$ cat src/rtl/stopwatch_pkg.sv
// Shared types and constants for the centisecond stopwatch.
package stopwatch_pkg;

  typedef enum logic [1:0] {
    IDLE  = 2'd0,
    RUN   = 2'd1,
    PAUSE = 2'd2
  } state_t;

  localparam int unsigned DIGIT_W         = 4;
  localparam int unsigned DIGITS_W        = 6 * DIGIT_W;
  localparam int unsigned CS_ONES_MAX     = 9;
  localparam int unsigned SEC_TENS_MAX    = 5;
  localparam int unsigned DEFAULT_MAX_MIN = 59;

  typedef logic [DIGIT_W-1:0] bcd_t;

  // Next value of one BCD digit that wraps to zero after reaching limit.
  function automatic bcd_t bcd_next(input bcd_t d, input logic inc, input logic clr,
                                    input bcd_t limit);
    if (clr) return '0;
    if (!inc) return d;
    return (d == limit) ? '0 : d + bcd_t'(1);
  endfunction

endpackage

$ cat src/rtl/bcd_digit_counter.sv
// Single BCD digit counting 0..LIMIT with a combinational carry-out.
module bcd_digit_counter
  import stopwatch_pkg::*;
#(
  parameter int unsigned LIMIT = CS_ONES_MAX
) (
  input  logic clk,
  input  logic reset,
  input  logic inc,
  input  logic clr,
  output bcd_t digit,
  output logic carry
);

  assign carry = inc && (digit == bcd_t'(LIMIT));

  always_ff @(posedge clk or negedge reset) begin
    if (!reset) digit <= '0;
    else        digit <= bcd_next(digit, inc, clr, bcd_t'(LIMIT));
  end

endmodule

$ cat src/rtl/stopwatch_counter.sv
// BCD MM:SS.cc stopwatch with run/pause/clear control.
// Display hold (lap) is built only when STOPWATCH_LAP_EN is defined.
module stopwatch_counter
  import stopwatch_pkg::*;
#(
  parameter int unsigned MAX_MIN = DEFAULT_MAX_MIN
) (
  input  logic                clk,
  input  logic                reset,
  input  logic                tick,
  input  logic                start_stop,
  input  logic                clear,
  input  logic                lap,
  output logic [DIGITS_W-1:0] digits,
  output logic                running,
  output logic                lap_hold,
  output logic                wrap
);

  localparam bcd_t MIN_T_MAX = bcd_t'(MAX_MIN / 10);
  localparam bcd_t MIN_O_MAX = bcd_t'(MAX_MIN % 10);

  state_t state;
  logic   cnt_inc, cnt_clr;
  bcd_t   cs_o, cs_t, sec_o, sec_t, min_o, min_t;
  logic   cs_o_cy, cs_t_cy, sec_o_cy, sec_t_cy;
  bcd_t   min_o_nxt, min_t_nxt;
  logic   wrap_nxt, hold_nxt;
  logic [DIGITS_W-1:0] live_nxt;

  assign cnt_inc = tick && (state == RUN);
  assign cnt_clr = clear && (state != RUN);

  bcd_digit_counter #(.LIMIT(CS_ONES_MAX)) u_cs_o (
    .clk(clk), .reset(reset), .inc(cnt_inc), .clr(cnt_clr), .digit(cs_o), .carry(cs_o_cy)
  );
  bcd_digit_counter #(.LIMIT(CS_ONES_MAX)) u_cs_t (
    .clk(clk), .reset(reset), .inc(cs_o_cy), .clr(cnt_clr), .digit(cs_t), .carry(cs_t_cy)
  );
  bcd_digit_counter #(.LIMIT(CS_ONES_MAX)) u_sec_o (
    .clk(clk), .reset(reset), .inc(cs_t_cy), .clr(cnt_clr), .digit(sec_o), .carry(sec_o_cy)
  );
  bcd_digit_counter #(.LIMIT(SEC_TENS_MAX)) u_sec_t (
    .clk(clk), .reset(reset), .inc(sec_o_cy), .clr(cnt_clr), .digit(sec_t), .carry(sec_t_cy)
  );

  // Minutes pair rolls over at MAX_MIN rather than at 99.
  always_comb begin
    min_t_nxt = min_t;
    min_o_nxt = min_o;
    wrap_nxt  = 1'b0;
    if (cnt_clr) begin
      min_t_nxt = '0;
      min_o_nxt = '0;
    end else if (sec_t_cy) begin
      if (min_t == MIN_T_MAX && min_o == MIN_O_MAX) begin
        min_t_nxt = '0;
        min_o_nxt = '0;
        wrap_nxt  = 1'b1;
      end else if (min_o == bcd_t'(CS_ONES_MAX)) begin
        min_o_nxt = '0;
        min_t_nxt = min_t + bcd_t'(1);
      end else begin
        min_o_nxt = min_o + bcd_t'(1);
      end
    end
  end

  // Count as it will be after this edge; feeds the display register and lap capture.
  assign live_nxt = {min_t_nxt, min_o_nxt,
                     bcd_next(sec_t, sec_o_cy, cnt_clr, bcd_t'(SEC_TENS_MAX)),
                     bcd_next(sec_o, cs_t_cy, cnt_clr, bcd_t'(CS_ONES_MAX)),
                     bcd_next(cs_t, cs_o_cy, cnt_clr, bcd_t'(CS_ONES_MAX)),
                     bcd_next(cs_o, cnt_inc, cnt_clr, bcd_t'(CS_ONES_MAX))};

`ifdef STOPWATCH_LAP_EN
  always_comb begin
    hold_nxt = lap_hold;
    if (clear)                    hold_nxt = 1'b0;
    else if (lap && lap_hold)     hold_nxt = 1'b0;
    else if (lap && state == RUN) hold_nxt = 1'b1;
  end
`else
  logic unused_lap;
  assign unused_lap = lap;
  assign hold_nxt   = 1'b0;
`endif

  always_ff @(posedge clk or negedge reset) begin
    if (!reset) begin
      state    <= IDLE;
      running  <= 1'b0;
      lap_hold <= 1'b0;
      wrap     <= 1'b0;
      digits   <= '0;
      min_t    <= '0;
      min_o    <= '0;
    end else begin
      min_t    <= min_t_nxt;
      min_o    <= min_o_nxt;
      wrap     <= wrap_nxt;
      lap_hold <= hold_nxt;
      // While held, the display register itself is the frozen lap copy.
      if (!(hold_nxt && lap_hold)) digits <= live_nxt;
      case (state)
        IDLE: if (start_stop && !clear) begin
          state   <= RUN;
          running <= 1'b1;
        end
        RUN: if (start_stop) begin
          state   <= PAUSE;
          running <= 1'b0;
        end
        PAUSE: if (clear) begin
          state <= IDLE;
        end else if (start_stop) begin
          state   <= RUN;
          running <= 1'b1;
        end
        default: begin
          state   <= IDLE;
          running <= 1'b0;
        end
      endcase
    end
  end

endmodule

$ cat config.mk
export PLATFORM = sky130hd
export DESIGN_NAME = stopwatch_counter
export DESIGN_NICKNAME = d
export VERILOG_FILES = /design/src/rtl/stopwatch_pkg.sv /design/src/rtl/bcd_digit_counter.sv /design/src/rtl/stopwatch_counter.sv
export SDC_FILE = /design/constraint.sdc
export NUM_CORES = 1
export LEC_CHECK = 0
export ABC_AREA = 1
export BUFFER_PORTS_ARGS = -buffer_cell sky130_fd_sc_hd__buf_2
export CORE_UTILIZATION = 35
export DETAILED_ROUTE_END_ITERATION = 10
export PLACE_DENSITY_LB_ADDON = 0.12
export SYNTH_ARGS = -nofsm -noshare
export SYNTH_HDL_FRONTEND = slang
export SYNTH_SLANG_ARGS = --single-unit
$ cat constraint.sdc
create_clock -name clk -period 1.5 [get_ports clk]
set_clock_uncertainty 0.2 [all_clocks]
set_input_delay 0.225 -clock clk [delete_from_list [all_inputs] [get_ports clk]]
set_output_delay 0.225 -clock clk [all_outputs]
set_load 0.01 [all_outputs]
==> flow_summary.toml, run 1 <==
[outcome]
outcome = "finished, violations left"
violations = "setup timing"

[timing]
grt_setup_unrepaired = "yes"
period_share_pct = 106
hold_ws_ns = 0.109
hold_violations = 0
finalMaxSlewViolations = 0
setup_viol = 16
period_needed_ns = 1.60
worst_slack_ns = -0.0954
fmax_mhz = 627

[power]
p_per_area_nw_per_um2 = 659
ir_drop_mv = 0.347
p_switching_mw = 0.384
seq_power_share_pct = 55.5
switching_share_pct = 26.8
p_clk_share_pct = 29.0
p_leak_nw = 1.17
pwr-share-comb_pct = 15.4
intPower_mw = 1.05

[layout]
multi_input_area_um2 = 872
final_nets = 254
drive_above_1_share_pct = 38.9
synthToLayoutAreaGrowth_pct = 34.7
regArea_um2 = 701
final_area_um2 = 2170
fill_cells = 423
diodes = 0

[critical_path]
path_class = "reg -> reg"
critPathLaunchType = "flop"
worstPathRequired_ns = 1.47
startpoint = "u_cs_o.digit[1]"
r2r_cells = 9
crit_fanout = 5
crit_arrival_ns = 1.57
cp-end-kind = "flop"
reg2reg_from = "u_cs_o.digit[1]"

[logic_synthesis]
syn_inst = 172
synth_area_per_cell_um2 = 9.38
synth_most_common_cell = "nand2_1"
synthTopCellsByCount = "nand2_1, dfrtp_1, inv_1, nand3_1, ha_1"
ys_top_cells_by_area = "dfrtp_1, ha_1, nand2_1, nand3_1, inv_1"
synthDistinctLibCells = 27
synth-edff-count = 0
synth_seq_cells = 28
yosys_warnings = 0
seq_area_frac_synth_pct = 43.4
netlist_area_um2 = 1610
synthArstFlopShare_pct = 100
synth_top_area_share_pct = 43.4
synth_top_cell_by_area = "dfrtp_1"
synth_fp_nets = 190
synth-main-ff-cell = "dfrtp_1"

[clock_tree]
htreeDepth = 1
tritoncts = "built"
cts_made_buffers = 3
cts_buffer_depth = 2
clkTransAtPathRegs_ns = 0.10
clock_latency_ns = 0.27
cts_sinks = 28
cts_root_buf = "clkbuf_8"

[floorplanning]
die_y_um = 69.9
ios = 33
start_util_pct = 36.8
coreArea_um2 = 4380
dieWidth_um = 69.9
rows = 24
die_area_um2 = 4880

[grt]
gr-total-overflow = 0
first_global_vias = 1245
grt_max_degree = 16
antenna_found_initial = 0
grtUsageTotal_pct = 14.5
grt_pass1_wl_mm = 5.72

[detailed_routing]
via_count = 1317
via_per_inst = 4.60
drt-total-wl_mm = 3.28
drt_iter0_drc = 47
wl_met1_mm = 1.66
routed.top_layer = "met4"
drt_pass1_iterations = 4
met2_length_mm = 1.46
wl_met3_um = 117
ant_nets = 0
wl_per_cell_um = 11.5
remaining_drc_errors = 0

[worst_hold_path]
hold_path.class = "in -> reg"
min_path_cells = 4
min_from = "clear"

[placed_design]
gp_congestion = 0.760
place_area_um2 = 2030
numPortBuffers = 30
dp_hpwl_mm = 2.58

[job]
drv_cap = 0
[metal layers]
layer  up-vias  GRT usage (%)
met4         0           5.33
li1        687              -
met1       599           20.3
met3         4           2.31
met5         -              0
met2        27           22.6
[power by group through the flow]
stage                     sequential, mW  clock, mW  combinational (mW)
final                              0.794      0.416               0.221
after global routing               0.799      0.456               0.246
after CTS                          0.795      0.434               0.223
after detailed placement           0.806          0               0.211
after global placement             0.806          0               0.204
after floorplan                    0.820          0               0.109
[what timing repair did]
action | CTS | global route
hold buffers | 2 | 0
setup buffers | 1 | 1
resized for setup | 12 | 11
setup endpoints to repair | 21 | 21
hold endpoints to repair | 29 | 0
pin swaps | 4 | 5
[final timing paths]
path                               endpoint  slack, ns
min reg2reg                         running       0.32
max in group asynchronous  u_sec_t.digit[1]       0.50
min in group asynchronous           running       0.20
max reg2reg                        min_t[1]       -0.1
min                                 running       0.11
max                                min_t[1]       -0.1
[through the flow]
step	util (%)	cells	setup TNS, ns	worst slack, ns	power [mW]
global placement	46.3	279	-1.55	-0.100	1.01
finish	49.5	286	-0.939	-0.0954	1.43
CTS	48.5	285	-1.40	-0.102	1.45
floorplan	-	172	-1.51	-0.143	0.928
global route	49.5	286	-2.64	-0.183	1.50
detailed placement	46.3	279	-2.07	-0.130	1.02
[layout make-up]
cell class                 instances  share of cell area, %
clock buffer                       3                   1.90
inverter                          22                   3.80
multi-input combinational        120                   40.1
sequential                        28                   32.3
tap                               52                   3.00
timing repair buffer              61                   18.9
[logic make-up (layout without fill, tap and decap cells)]
logic type,after synthesis,after routing,synth area share [%]
DFF,28,28,43.4
buffers and inverters,24,86,6.28
muxes,1,1,0.621
AOI/OAI and AO/OA,20,20,6.75
and+or+nand+nor,73,73,26.3
adders and majority gates,12,12,9.31
other,1,1,0.233
xor gates and xnor gates,13,13,7.06
[registers in the layout (all words and copies together) (netlist names)]
signal,cells
running,1
u_sec_t.digit,3
u_cs_o.digit,3
u_cs_t.digit,3
min_t,3
digits,6
wrap,1
state,2
min_o,3
u_sec_o.digit,3
[critical path: stages (launching register included)]
cell and delay, ns:
dfrtp_1 0.40, inv_2 0.08, ha_4 0.13, nand3_4 0.08, nor2_8 0.12, nand3_4 0.13, nand2_4 0.14, nand3_4 0.09
nand2_1 0.07, nand2_1 0.05
[placed cells by master, fill, tap and decap left out]
cell type	netlist	final
buf_2	0	29
dfrtp_1	28	28
buf_4	1	27
nand2_1	30	26
inv_1	20	17
nand3_1	19	16
ha_1	12	9
xor2_1	8	8
o21ai_1	2	7
nor2_1	7	6
nand2_2	3	6
o22ai_1	6	6
inv_2	2	5
xnor2_1	5	5
nand3_4	4	4
nand3_2	0	3
nand2_4	2	3
o21ai_0	8	3
a21oi_1	3	3
clkbuf_8	0	3
nor2_8	2	2
nand3b_1	2	2
ha_2	0	2
dlygate4sd3_1	0	2
buf_6	1	2
nor2_4	0	1
nor4_2	0	1
nand4_1	1	1
a31oi_1	1	1
nor2_2	1	1
nor3_1	1	1
mux2i_1	1	1
ha_4	0	1
conb_1	1	1
buf_12	0	1
(Power assumes the default switching activity.)
==> inputs of run 2 (changes only) <==
==> constraint.sdc (replaced) <==
create_clock -name clk -period 1.5 [get_ports clk]
set_clock_uncertainty 0.2 [all_clocks]
set_input_delay 0.15 -clock clk [delete_from_list [all_inputs] [get_ports clk]]
set_output_delay 0.15 -clock clk [all_outputs]
set_load 0.01 [all_outputs]
==> run 2 against run 1 <==
Net effect:
- the flow still finishes with violations (setup timing)
- clock-buffer cell count stayed put
- total power down 0.40%
- sequential share of layout area is essentially flat
- design area about the same
- die area is the same
- critical path depth unchanged
- final cell count rose by 0.70%
- non-clock buffer count increased by 2
- sequential power about the same
- maximum frequency is 0.29% higher
- critical path type unchanged
- highest routed layer unchanged
==> flow_summary.toml, run 2 (synthesis gave the netlist of run 1 again) <==
[worst_hold_path]
hold_path_end = "running"
min_from = "clear"
hold_path.class = "in -> reg"
min_path_cells = 4

[placed_design]
dp_hpwl_mm = 2.62
gp_congestion = 0.760
numPortBuffers = 30

[power]
ir_drop_mv = 0.322
total_power_mw = 1.43
p_leak_nw = 1.18
p_per_area_nw_per_um2 = 656

[timing]
fmax_mhz = 629
setup_viol = 18
worst_slack_ns = -0.0907
grt_setup_unrepaired = "yes"
period_share_pct = 106
hold_violations = 0
hold_ws_ns = 0.0577
finalMaxSlewViolations = 0
period_needed_ns = 1.59

[clock_tree]
clkTransAtPathRegs_ns = 0.09
cts_buffer_depth = 2
tritoncts = "built"
cts_made_buffers = 3
clock_latency_ns = 0.27
cts_sinks = 28
htreeDepth = 1
cts_root_buf = "clkbuf_8"

[critical_path]
worstPathRequired_ns = 1.47
startpoint = "u_sec_o.digit[1]"
reg2reg_from = "u_sec_o.digit[1]"
path_class = "reg -> reg"
worstReg2RegEnd = "min_o[2]"
critPathLaunchType = "flop"
cp-end-kind = "flop"
r2r_cells = 9
crit_arrival_ns = 1.56
crit_fanout = 5
regToRegSetupSlack_ns = -0.09

[grt]
antenna_found_initial = 0
gr-total-overflow = 0
first_global_vias = 1367
grt_max_degree = 16
grtUsageTotal_pct = 14.6
grt_pass1_wl_mm = 5.90

[layout]
synthToLayoutAreaGrowth_pct = 34.8
layout_commonest_cell = "buf_2"
diodes = 0
top_register = "digits"
fill_cells = 435
drive_above_1_share_pct = 37.3
largest_reg_flops = 6
layout_common_cells = "buf_2, nand2_1, dfrtp_1, buf_4"
final_nets = 256

[detailed_routing]
remaining_drc_errors = 0
wl_per_cell_um = 11.4
drt_iter0_drc = 20
wl_met3_um = 102
drt-total-wl_mm = 3.30
met2_length_mm = 1.56
ant_nets = 0
routed.top_layer = "met4"
drt_pass1_iterations = 4
wl_met1_mm = 1.61
via_count = 1330
via_per_inst = 4.62

[floorplanning]
start_util_pct = 36.8
die_area_um2 = 4880
ios = 33
dieWidth_um = 69.9
die_y_um = 69.9
rows = 24
coreArea_um2 = 4380

[job]
drv_cap = 0

[outcome]
violations = "setup timing"
outcome = "finished, violations left"
## run 2: final cells by class
type / instances / area, um^2 / area share, %
clock buffer: 3 / 41.3 / 1.90
inverter: 22 / 82.6 / 3.80
multi-input combinational: 120 / 857 / 39.4
sequential: 28 / 701 / 32.2
tap: 52 / 65.1 / 2.99
timing repair buffer: 63 / 427 / 19.6
## run 2: how the worst max path moves through the flow
stage,endpoint,depth (start not counted)
6_report,min_o[2],9
5_1_grt,min_t[1],9
4_1_cts,u_sec_t.digit[0],7
3_5_place_dp,min_t[0],9
3_3_place_gp,digits[23],9
2_1_floorplan,min_t[0],9
## run 2: power by group
part	internal [mW]	total [mW]	switching, mW
Clock	0.180	0.409	0.228
Sequential	0.777	0.795	0.0176
Combinational	0.0926	0.222	0.129
## run 2: repair_timing
item	in CTS	in global routing
hold buffers	2	0
pin swaps	4	6
hold endpoints to repair	31	0
setup endpoints to repair	21	21
gates cloned	0	0
resized for setup	10	7
setup buffers	0	4
## run 2: stage by stage
stage	util [%]	setup TNS, ns	setup slack (ns)	cells	area, um^2
2_1_floorplan	-	-1.51	-0.143	172	1620
3_3_place_gp	46.3	-1.51	-0.0972	279	2030
3_5_place_dp	46.3	-2.32	-0.139	279	2030
4_1_cts	48.3	-1.35	-0.0975	284	2120
5_1_grt	49.6	-2.94	-0.201	288	2170
6_report	49.6	-1.06	-0.0907	288	2170
## run 2: metal layers
metal  up-vias  GRT usage (%)
li1        693              -
met1       611           19.9
met2        22           24.0
met3         4           2.02
met4         0           4.67
met5         -              0
## run 2: critical path, stage by stage (launching register included)
cell	delay, ns
dfrtp_1	0.39
inv_1	0.09
ha_1	0.16
nand3_1	0.11
inv_2	0.09
nand3_4	0.12
nand2_4	0.13
nand2_2	0.09
nand2_1	0.07
nand2_1	0.05
